--- src/rtl/matrix_pingpong_buffer.sv ---
// -----------------------------------------------------------------------------
// matrix_pingpong_buffer
//   Two-bank ping-pong buffer for 4x2 complex matrix frames. The upstream side
//   fills one bank while the downstream trace stage reads the other. A small
//   read FSM announces each full bank with a one-cycle start_calc pulse and
//   releases that bank on the rising edge of done_calc.
//
// Handshake: an element transfers on a rising clk edge where
//   in_valid & in_ready; in_ready depends only on registered state.
//
// Ports
//   clk, rst             : clock, asynchronous active-high reset
//   in_valid/in_ready    : element handshake
//   in_data_r/in_data_i  : signed element components, stored unmodified
//   in_last              : marks the final element of a frame
//   start_calc           : one-cycle pulse, read bank ready for downstream
//   done_calc            : downstream finished (rising edge is used)
//   rd_addr              : element index into the read bank
//   rd_data_r/rd_data_i  : combinational read of the read bank
//   frame_err            : one-cycle pulse on a framing violation
//   dbg_state            : read FSM state (0 IDLE, 1 START, 2 WAIT)
// -----------------------------------------------------------------------------
module matrix_pingpong_buffer #(
  parameter int N        = 16,
  parameter int ELEMENTS = 8,
  parameter int ADDR_W   = 3
) (
  input  logic                clk,
  input  logic                rst,
  input  logic                in_valid,
  output logic                in_ready,
  input  logic signed [N-1:0] in_data_r,
  input  logic signed [N-1:0] in_data_i,
  input  logic                in_last,
  output logic                start_calc,
  input  logic                done_calc,
  input  logic [ADDR_W-1:0]   rd_addr,
  output logic signed [N-1:0] rd_data_r,
  output logic signed [N-1:0] rd_data_i,
  output logic                frame_err,
  output logic [1:0]          dbg_state
);

  typedef enum logic [1:0] {
    S_IDLE  = 2'd0,
    S_START = 2'd1,
    S_WAIT  = 2'd2
  } state_t;

  localparam logic [ADDR_W-1:0] LAST_IDX = ADDR_W'(ELEMENTS - 1);

  logic signed [N-1:0] r_mem_r [0:1][0:ELEMENTS-1];
  logic signed [N-1:0] r_mem_i [0:1][0:ELEMENTS-1];

  logic [1:0]        r_full;
  logic              r_wr_bank;
  logic              r_rd_bank;
  logic [ADDR_W-1:0] r_wr_cnt;
  logic              r_done_q;
  logic              r_frame_err;
  state_t            r_state;

  state_t            w_state_nxt;
  logic [1:0]        w_full_nxt;
  logic              w_accept;
  logic              w_at_last;
  logic              w_frame_done;
  logic              w_discard;
  logic              w_err;
  logic              w_done_rise;
  logic              w_release;

  // in_ready comes from registered flags only, so done_calc never reaches it
  // combinationally; a released bank is seen one cycle after the release edge.
  assign in_ready     = ~r_full[r_wr_bank];
  assign w_accept     = in_valid & in_ready;
  assign w_at_last    = (r_wr_cnt == LAST_IDX);
  assign w_frame_done = w_accept & w_at_last;
  assign w_discard    = w_accept & in_last & ~w_at_last;
  // Early last drops the partial frame; a missing last still completes it.
  assign w_err        = w_discard | (w_frame_done & ~in_last);
  assign w_done_rise  = done_calc & ~r_done_q;
  assign w_release    = (r_state == S_WAIT) & w_done_rise;

  assign rd_data_r = r_mem_r[r_rd_bank][rd_addr];
  assign rd_data_i = r_mem_i[r_rd_bank][rd_addr];
  assign frame_err = r_frame_err;

  // Storage is not reset; contents are only meaningful once a frame lands.
  always_ff @(posedge clk) begin
    if (w_accept) begin
      r_mem_r[r_wr_bank][r_wr_cnt] <= in_data_r;
      r_mem_i[r_wr_bank][r_wr_cnt] <= in_data_i;
    end
  end

  // Write pointer and counter
  always_ff @(posedge clk or posedge rst) begin
    if (rst) begin
      r_wr_bank   <= 1'b0;
      r_wr_cnt    <= '0;
      r_frame_err <= 1'b0;
    end else begin
      r_frame_err <= w_err;
      if (w_frame_done) begin
        r_wr_bank <= ~r_wr_bank;
        r_wr_cnt  <= '0;
      end else if (w_discard) begin
        r_wr_cnt  <= '0;
      end else if (w_accept) begin
        r_wr_cnt  <= r_wr_cnt + ADDR_W'(1);
      end
    end
  end

  // A write can only target a non-full bank and a release only a full one,
  // so the set and clear below never hit the same bank on one edge.
  always_comb begin
    w_full_nxt = r_full;
    if (w_frame_done) w_full_nxt[r_wr_bank] = 1'b1;
    if (w_release)    w_full_nxt[r_rd_bank] = 1'b0;
  end

  always_ff @(posedge clk or posedge rst) begin
    if (rst) begin
      r_full    <= 2'b00;
      r_rd_bank <= 1'b0;
      r_done_q  <= 1'b0;
    end else begin
      r_full   <= w_full_nxt;
      r_done_q <= done_calc;
      if (w_release) r_rd_bank <= ~r_rd_bank;
    end
  end

  // Read FSM: state register
  always_ff @(posedge clk or posedge rst) begin
    if (rst) r_state <= S_IDLE;
    else     r_state <= w_state_nxt;
  end

  // Read FSM: next state
  always_comb begin
    w_state_nxt = r_state;
    case (r_state)
      S_IDLE:  if (r_full[r_rd_bank]) w_state_nxt = S_START;
      S_START: w_state_nxt = S_WAIT;
      S_WAIT:  if (w_done_rise) w_state_nxt = S_IDLE;
      default: w_state_nxt = S_IDLE;
    endcase
  end

  // Read FSM: outputs decoded from the state register
  always_comb begin
    start_calc = (r_state == S_START);
    dbg_state  = r_state;
  end

endmodule

--- config.mk ---
export PLATFORM = sky130hd
export DESIGN_NAME = matrix_pingpong_buffer
export DESIGN_NICKNAME = d
export VERILOG_FILES = /design/src/rtl/matrix_pingpong_buffer.sv
export SDC_FILE = /design/constraint.sdc
export NUM_CORES = 1
export LEC_CHECK = 0
export ABC_AREA = 1
export BUFFER_PORTS_ARGS = -buffer_cell sky130_fd_sc_hd__buf_2
export CORE_MARGIN = 5
export CORE_UTILIZATION = 40
export CTS_BUF_LIST = sky130_fd_sc_hd__clkbuf_4 sky130_fd_sc_hd__clkbuf_8
export DETAILED_ROUTE_END_ITERATION = 10
export PLACE_DENSITY_LB_ADDON = 0.15
export REMOVE_ABC_BUFFERS = 1
export SYNTH_ARGS = -nofsm -noshare
export SYNTH_HDL_FRONTEND = slang
export SYNTH_SLANG_ARGS = --single-unit
export TNS_END_PERCENT = 1
--- constraint.sdc ---
create_clock -name clk -period 7.9 [get_ports clk]
set_input_delay 0.79 -clock clk [delete_from_list [all_inputs] [get_ports clk]]
set_output_delay 0.79 -clock clk [all_outputs]
set_load 0.005 [all_outputs]
# Word-level counts from Yosys, hierarchy flattened
# Memories as Yosys holds them, arrays and structs flattened.
# Cells that the tools add are included.
# totals
inputBits	40
elab_cells	73
out_inout_bits	37
reg_bits	11
mem_count	2
mem_bits_rw	512
# memory_table
name	words	word_bits	read_ports	rd_ports_with_merged_regs	wr	line	source
r_mem_i	2	128	1	0	1	53	logic signed [N-1:0] r_mem_i [0:1][0:ELEMENTS-1];
r_mem_r	2	128	1	0	1	52	logic signed [N-1:0] r_mem_r [0:1][0:ELEMENTS-1];
# op_classes
add_sub_neg	1
n_lt_le_gt_ge	7
n_mux	26
n_reduce_logical	6
bitwise	19
n_eq_ne	5
# op_table
cell	n
$mux W128	1
$bmux W16 S3	2
$mux W16	5
$demux W16 S3	1
$mux W3	3
$ge A4 B4 Y1 const B	2
$mux W2	4
$not A3 Y4	2
$and A1 B1 Y1	7
$mux W1	7
$not A1 Y1	6
$pmux W2 S3	1
$lt A1 B2 Y1 const B	2
$lt A4 B1 Y1 const B	1
$ne A2 B2 Y1 const B	2
$add A3 B1 Y3 const B	1
$eq A3 B3 Y1 const B	1
$logic_and A1 B1 Y1	3
$reduce_bool A3 Y1	1
$and A2 B2 Y2	1
$demux W1 S1	2
$eq A2 B1 Y1 const B	1
$eq A2 B2 Y1 const B	1
$ge A1 B1 Y1 const B	2
5 further kinds	5

# Depth between registers and ports, before layout
# logic_depth
word_depth	8
ltp_mapped	10

# Least setup slack after synthesis
# Ideal clock, no wire load.
# synth_timing
path_kind	input-to-reg
startpoint	input in_valid
endpoint	memory r_mem_i[0][0] (netlist bit) (enable)
path_stages	4
slack_ps	5069
setup_ps	421
arrival_ps	2410
n_path_buf	0
path_cell_list	nand2_4 nor2_4 nand2_1 nor2_1
# synth_via
elab_chain_len	3
# synth_lines
item	line	source
from (decl)	30	input logic in_valid,
$and A1 B1 Y1	76	assign w_accept = in_valid & in_ready;
$mux W1	91	if (w_accept) begin
$mux W128 (not written as such)	93	r_mem_i[r_wr_bank][r_wr_cnt] <= in_data_i;
to (decl)	53	
# No other way between the ends.

# Worst setup path after layout
# layout_timing
startpoint	register r_rd_bank
endpoint	output rd_data_i[12]
# layout_via
elab_chain_len	4
# layout_lines
item	line	source
from (decl)	57	logic r_rd_bank;
from (signal assigned)	132	if (w_release) r_rd_bank <= ~r_rd_bank;
$mem_v2 Z2 W128	n/a	
$bmux W16 S3	86	assign rd_data_i = r_mem_i[r_rd_bank][rd_addr];
$mux W16 (not written as such) (2 in series)	86	
to (decl)	39	output logic signed [N-1:0] rd_data_i,
# No other way between the ends. The select of a mux whose other input is x is not followed.

==> metrics.log <==
INFO  metric yosysMostFrequentCell = sky130_fd_sc_hd__nand2_1
INFO  metric max_slew.worst_pin.slew = 1.197 ns
INFO  metric max_freq = 205.5 MHz
INFO  metric post_cts_resized = 0
INFO  metric netlist_top_cells_count = sky130_fd_sc_hd__nand2_1 (688), sky130_fd_sc_hd__edfxtp_1 (512), sky130_fd_sc_hd__inv_1 (399)
INFO  metric routed-via-count = 14590
INFO  metric rows = 87
INFO  metric power_density = 292.2 nW/µm²
INFO  metric postRouteAntennaNets = 0
INFO  metric max_slew_margin = 20.22%
INFO  metric post_route_cells_drive_above_1_share = 11.07%
INFO  metric placement.io_buffers = 76
INFO  metric grt-ovfl-total = 0
INFO  metric number_of_global_route_vias_before_repair = 14070
INFO  metric report.final.slew_viol_count = 0
INFO  metric critical_path.endpoint_type = output port
INFO  metric place_area = 23590 µm²
INFO  metric final_nets = 2278
INFO  metric route.detailed.drc = 0
INFO  metric worst-endpoint-required = 7.11 ns
INFO  metric chipHeight = 247.9 µm
INFO  metric post_route_insts_no_fill = 3062
INFO  metric asyncSetResetFlopFracSynth = 2.103%
INFO  metric setup-violations-final = 0
INFO  metric post-route-min-period = 4.865 ns
INFO  metric final_design_area_no_fill = 25240 µm²
INFO  metric worst-r2r-cell-count = 7
INFO  metric avgRoutedWirePerCell = 18.37 µm
INFO  metric crit_fanout = 169
INFO  metric syn2layout_area_growth = 11.48%
INFO  metric starting_drc_count_in_detailed_routing = 1123
INFO  metric grt_setup_unrepaired = no
INFO  metric cts_setup_buffers = 0
INFO  metric arrival = 4.08 ns
INFO  metric cp-start-kind = flip-flop
INFO  metric clock-skew-final = 0.02505 ns
INFO  metric synth_edf_count = 512
INFO  metric htree_levels = 3
INFO  metric ys.warnings.count = 0
INFO  metric grt.total_usage = 18.33%
INFO  metric place_inst = 2903
INFO  metric synth_instances = 2153
INFO  metric setup.reg_to_reg.worst_slack = 4.40 ns
INFO  metric gp_congestion = 0.7267
INFO  metric hold_viol_final = 0
INFO  metric root_buffer = sky130_fd_sc_hd__clkbuf_8
INFO  metric clk_latency = 0.66 ns
INFO  metric clk_transition_reported_paths = 0.06 ns
INFO  metric post_synth_instance_area = 22640 µm²
INFO  metric number_of_antenna_violations_at_the_first_check_in_global_routing = 4
INFO  metric timing.max_cap.violations = 0
INFO  metric min_period_over_period = 61.58%
INFO  metric cts-hold-fix-buffers = 0
INFO  metric min-delay-path-class = in -> async
INFO  metric synth_largest_type_area_fraction = 67.90%
INFO  metric synth_top_flop_cell = sky130_fd_sc_hd__edfxtp_1
INFO  metric irDropWorstVdd = 0.0002336 V
INFO  metric numClockSinks = 523
INFO  metric netlist_top_cells_area = sky130_fd_sc_hd__edfxtp_1 (68%), sky130_fd_sc_hd__nand2_1 (11%), sky130_fd_sc_hd__nand3_1 (8.5%), sky130_fd_sc_hd__inv_1 (6.6%), sky130_fd_sc_hd__dfrtp_1 (1.2%)
INFO  metric ios = 77
INFO  metric final_hpwl_from_detailed_placement = 26310 µm
INFO  metric status = finished clean
INFO  metric critPathKind = reg -> out
INFO  metric cts_made_buffers = 87
INFO  metric fp.dieArea = 61460 µm²
INFO  metric synth-seq-cells = 523
INFO  metric p_leak = 10.78 nW
INFO  metric cts.path.max_buffers = 3
INFO  metric tritoncts_clock_tree = done
INFO  metric post_synthesis_cell_type_count = 25
INFO  metric floorplan.initialDensity = 40.23%
INFO  metric post_drt_via_cell_ratio = 4.766
INFO  metric grt_pass1_wl = 85430 µm
INFO  metric grt_max_degree = 170
INFO  metric setup_tns = 0 ns
INFO  metric synth_area_per_cell = 10.52 µm²
INFO  metric routed_wirelength = 56260 µm
INFO  metric synth_sequential_area_ratio = 69.12%
INFO  metric firstDrtPassIters = 5
INFO  metric synth_largest_area_cell = sky130_fd_sc_hd__edfxtp_1
INFO  metric design.core.area = 56280 µm²
INFO  metric die_width = 247.9 µm
==> power breakdown <==
part	switching [W]	internal (W)	total (W)
clock	0.00106	0.00122	0.00228
combinational	0.00117	0.000460	0.00163
sequential	0.000151	0.00331	0.00346
==> state kept, by name, summed over array words and instances (netlist names) <==
register   flops
r_mem_i      256
r_mem_r      256
r_wr_cnt       3
dbg_state      2
r_full         2
frame_err      1
r_done_q       1
r_rd_bank      1
r_wr_bank      1
==> final cells by class <==
| class | instances | area (µm²) |
|---|---|---|
| Fill cell | 5346 | 31040 |
| Tap cell | 756 | 945.9 |
| Inverter | 402 | 1519 |
| Antenna cell | 2 | 5.005 |
| Clock inverter | 45 | 260.3 |
| Timing Repair Buffer | 101 | 573.1 |
| Sequential cell | 523 | 15650 |
| Multi-Input combinational cell | 1121 | 4893 |
| Clock buffer | 112 | 1391 |
==> metal layers <==
layer / track usage (%) / share of wire [%] / vias to the layer above
met5: 0 / 0.021 / -
li1: - / - / 7122
met2: 29.95 / 48 / 393
met1: 25.08 / 45 / 6999
met4: 5.401 / 1.9 / 2
met3: 3.554 / 5.7 / 77
==> cell families after synthesis <==
logic type | after synthesis | synth area share (%)
DFF | 523 | 69.12
xor gates and xnor gates | 2 | 0.07738
adders and majority gates | 2 | 0.1105
buffers and inverters | 509 | 9.798
AOI/OAI and AO/OA | 7 | 0.2377
and+or+nand+nor | 1110 | 20.66
==> critical path: stages, from the launching register on <==
cell and delay (ns):
sky130_fd_sc_hd__dfrtp_4 0.82, sky130_fd_sc_hd__inv_8 0.88, sky130_fd_sc_hd__buf_4 0.95, sky130_fd_sc_hd__nand2_1 0.12
sky130_fd_sc_hd__nand2_1 0.10, sky130_fd_sc_hd__nand2_1 0.05, sky130_fd_sc_hd__nand3_1 0.09, sky130_fd_sc_hd__nand3_1 0.10
sky130_fd_sc_hd__nand2_1 0.16, sky130_fd_sc_hd__buf_2 0.14
==> path summary, 6_finish.rpt <==
check                              from        endpoint
max                           r_rd_bank   rd_data_i[12]
min                                 rst       frame_err
max reg2reg                   r_wr_bank  r_mem_i[0][81]
min reg2reg                dbg_state[0]    dbg_state[0]
max in group asynchronous           rst       r_rd_bank
min in group clk              done_calc        r_done_q
==> metrics by stage <==
step	hold WS (ns)	worst slack, ns	total power, W	utilization [%]
global route	0.1411	2.684	0.007835	44.84
detailed placement	0.4789	3.644	0.005170	41.91
floorplan	0.4560	-0.1828	0.004662	-
finish	0.1270	3.035	0.007376	44.85
CTS	0.08438	2.923	0.007481	44.84
global placement	0.4738	3.602	0.005153	41.91
==> placed cells by master, fill, tap and decap left out <==
cell	Yosys	final
sky130_fd_sc_hd__a21oi_4	1	1
sky130_fd_sc_hd__nor2_4	2	18
sky130_fd_sc_hd__nand2_1	688	688
sky130_fd_sc_hd__o21bai_1	1	1
sky130_fd_sc_hd__o21ai_0	3	3
sky130_fd_sc_hd__dfrtp_1	11	10
sky130_fd_sc_hd__xor2_1	2	2
sky130_fd_sc_hd__inv_4	1	1
sky130_fd_sc_hd__clkinv_1	0	30
sky130_fd_sc_hd__dfrtp_4	0	1
sky130_fd_sc_hd__clkinv_2	0	7
sky130_fd_sc_hd__inv_2	2	3
sky130_fd_sc_hd__a31oi_1	1	1
sky130_fd_sc_hd__nor2_1	31	15
sky130_fd_sc_hd__clkbuf_8	0	88
sky130_fd_sc_hd__clkinvlp_4	0	2
sky130_fd_sc_hd__buf_2	49	74
sky130_fd_sc_hd__nand3_1	386	386
sky130_fd_sc_hd__nand2_4	1	1
sky130_fd_sc_hd__a41oi_1	1	1
sky130_fd_sc_hd__nor4_1	1	1
sky130_fd_sc_hd__buf_4	14	27
sky130_fd_sc_hd__clkbuf_4	0	24
sky130_fd_sc_hd__inv_1	399	397
sky130_fd_sc_hd__bufinv_16	0	2
sky130_fd_sc_hd__inv_8	0	2
sky130_fd_sc_hd__or2_2	1	1
sky130_fd_sc_hd__ha_1	2	2
sky130_fd_sc_hd__inv_6	0	3
sky130_fd_sc_hd__diode_2	0	2
sky130_fd_sc_hd__edfxtp_1	512	512
(Power assumes the default switching activity.)
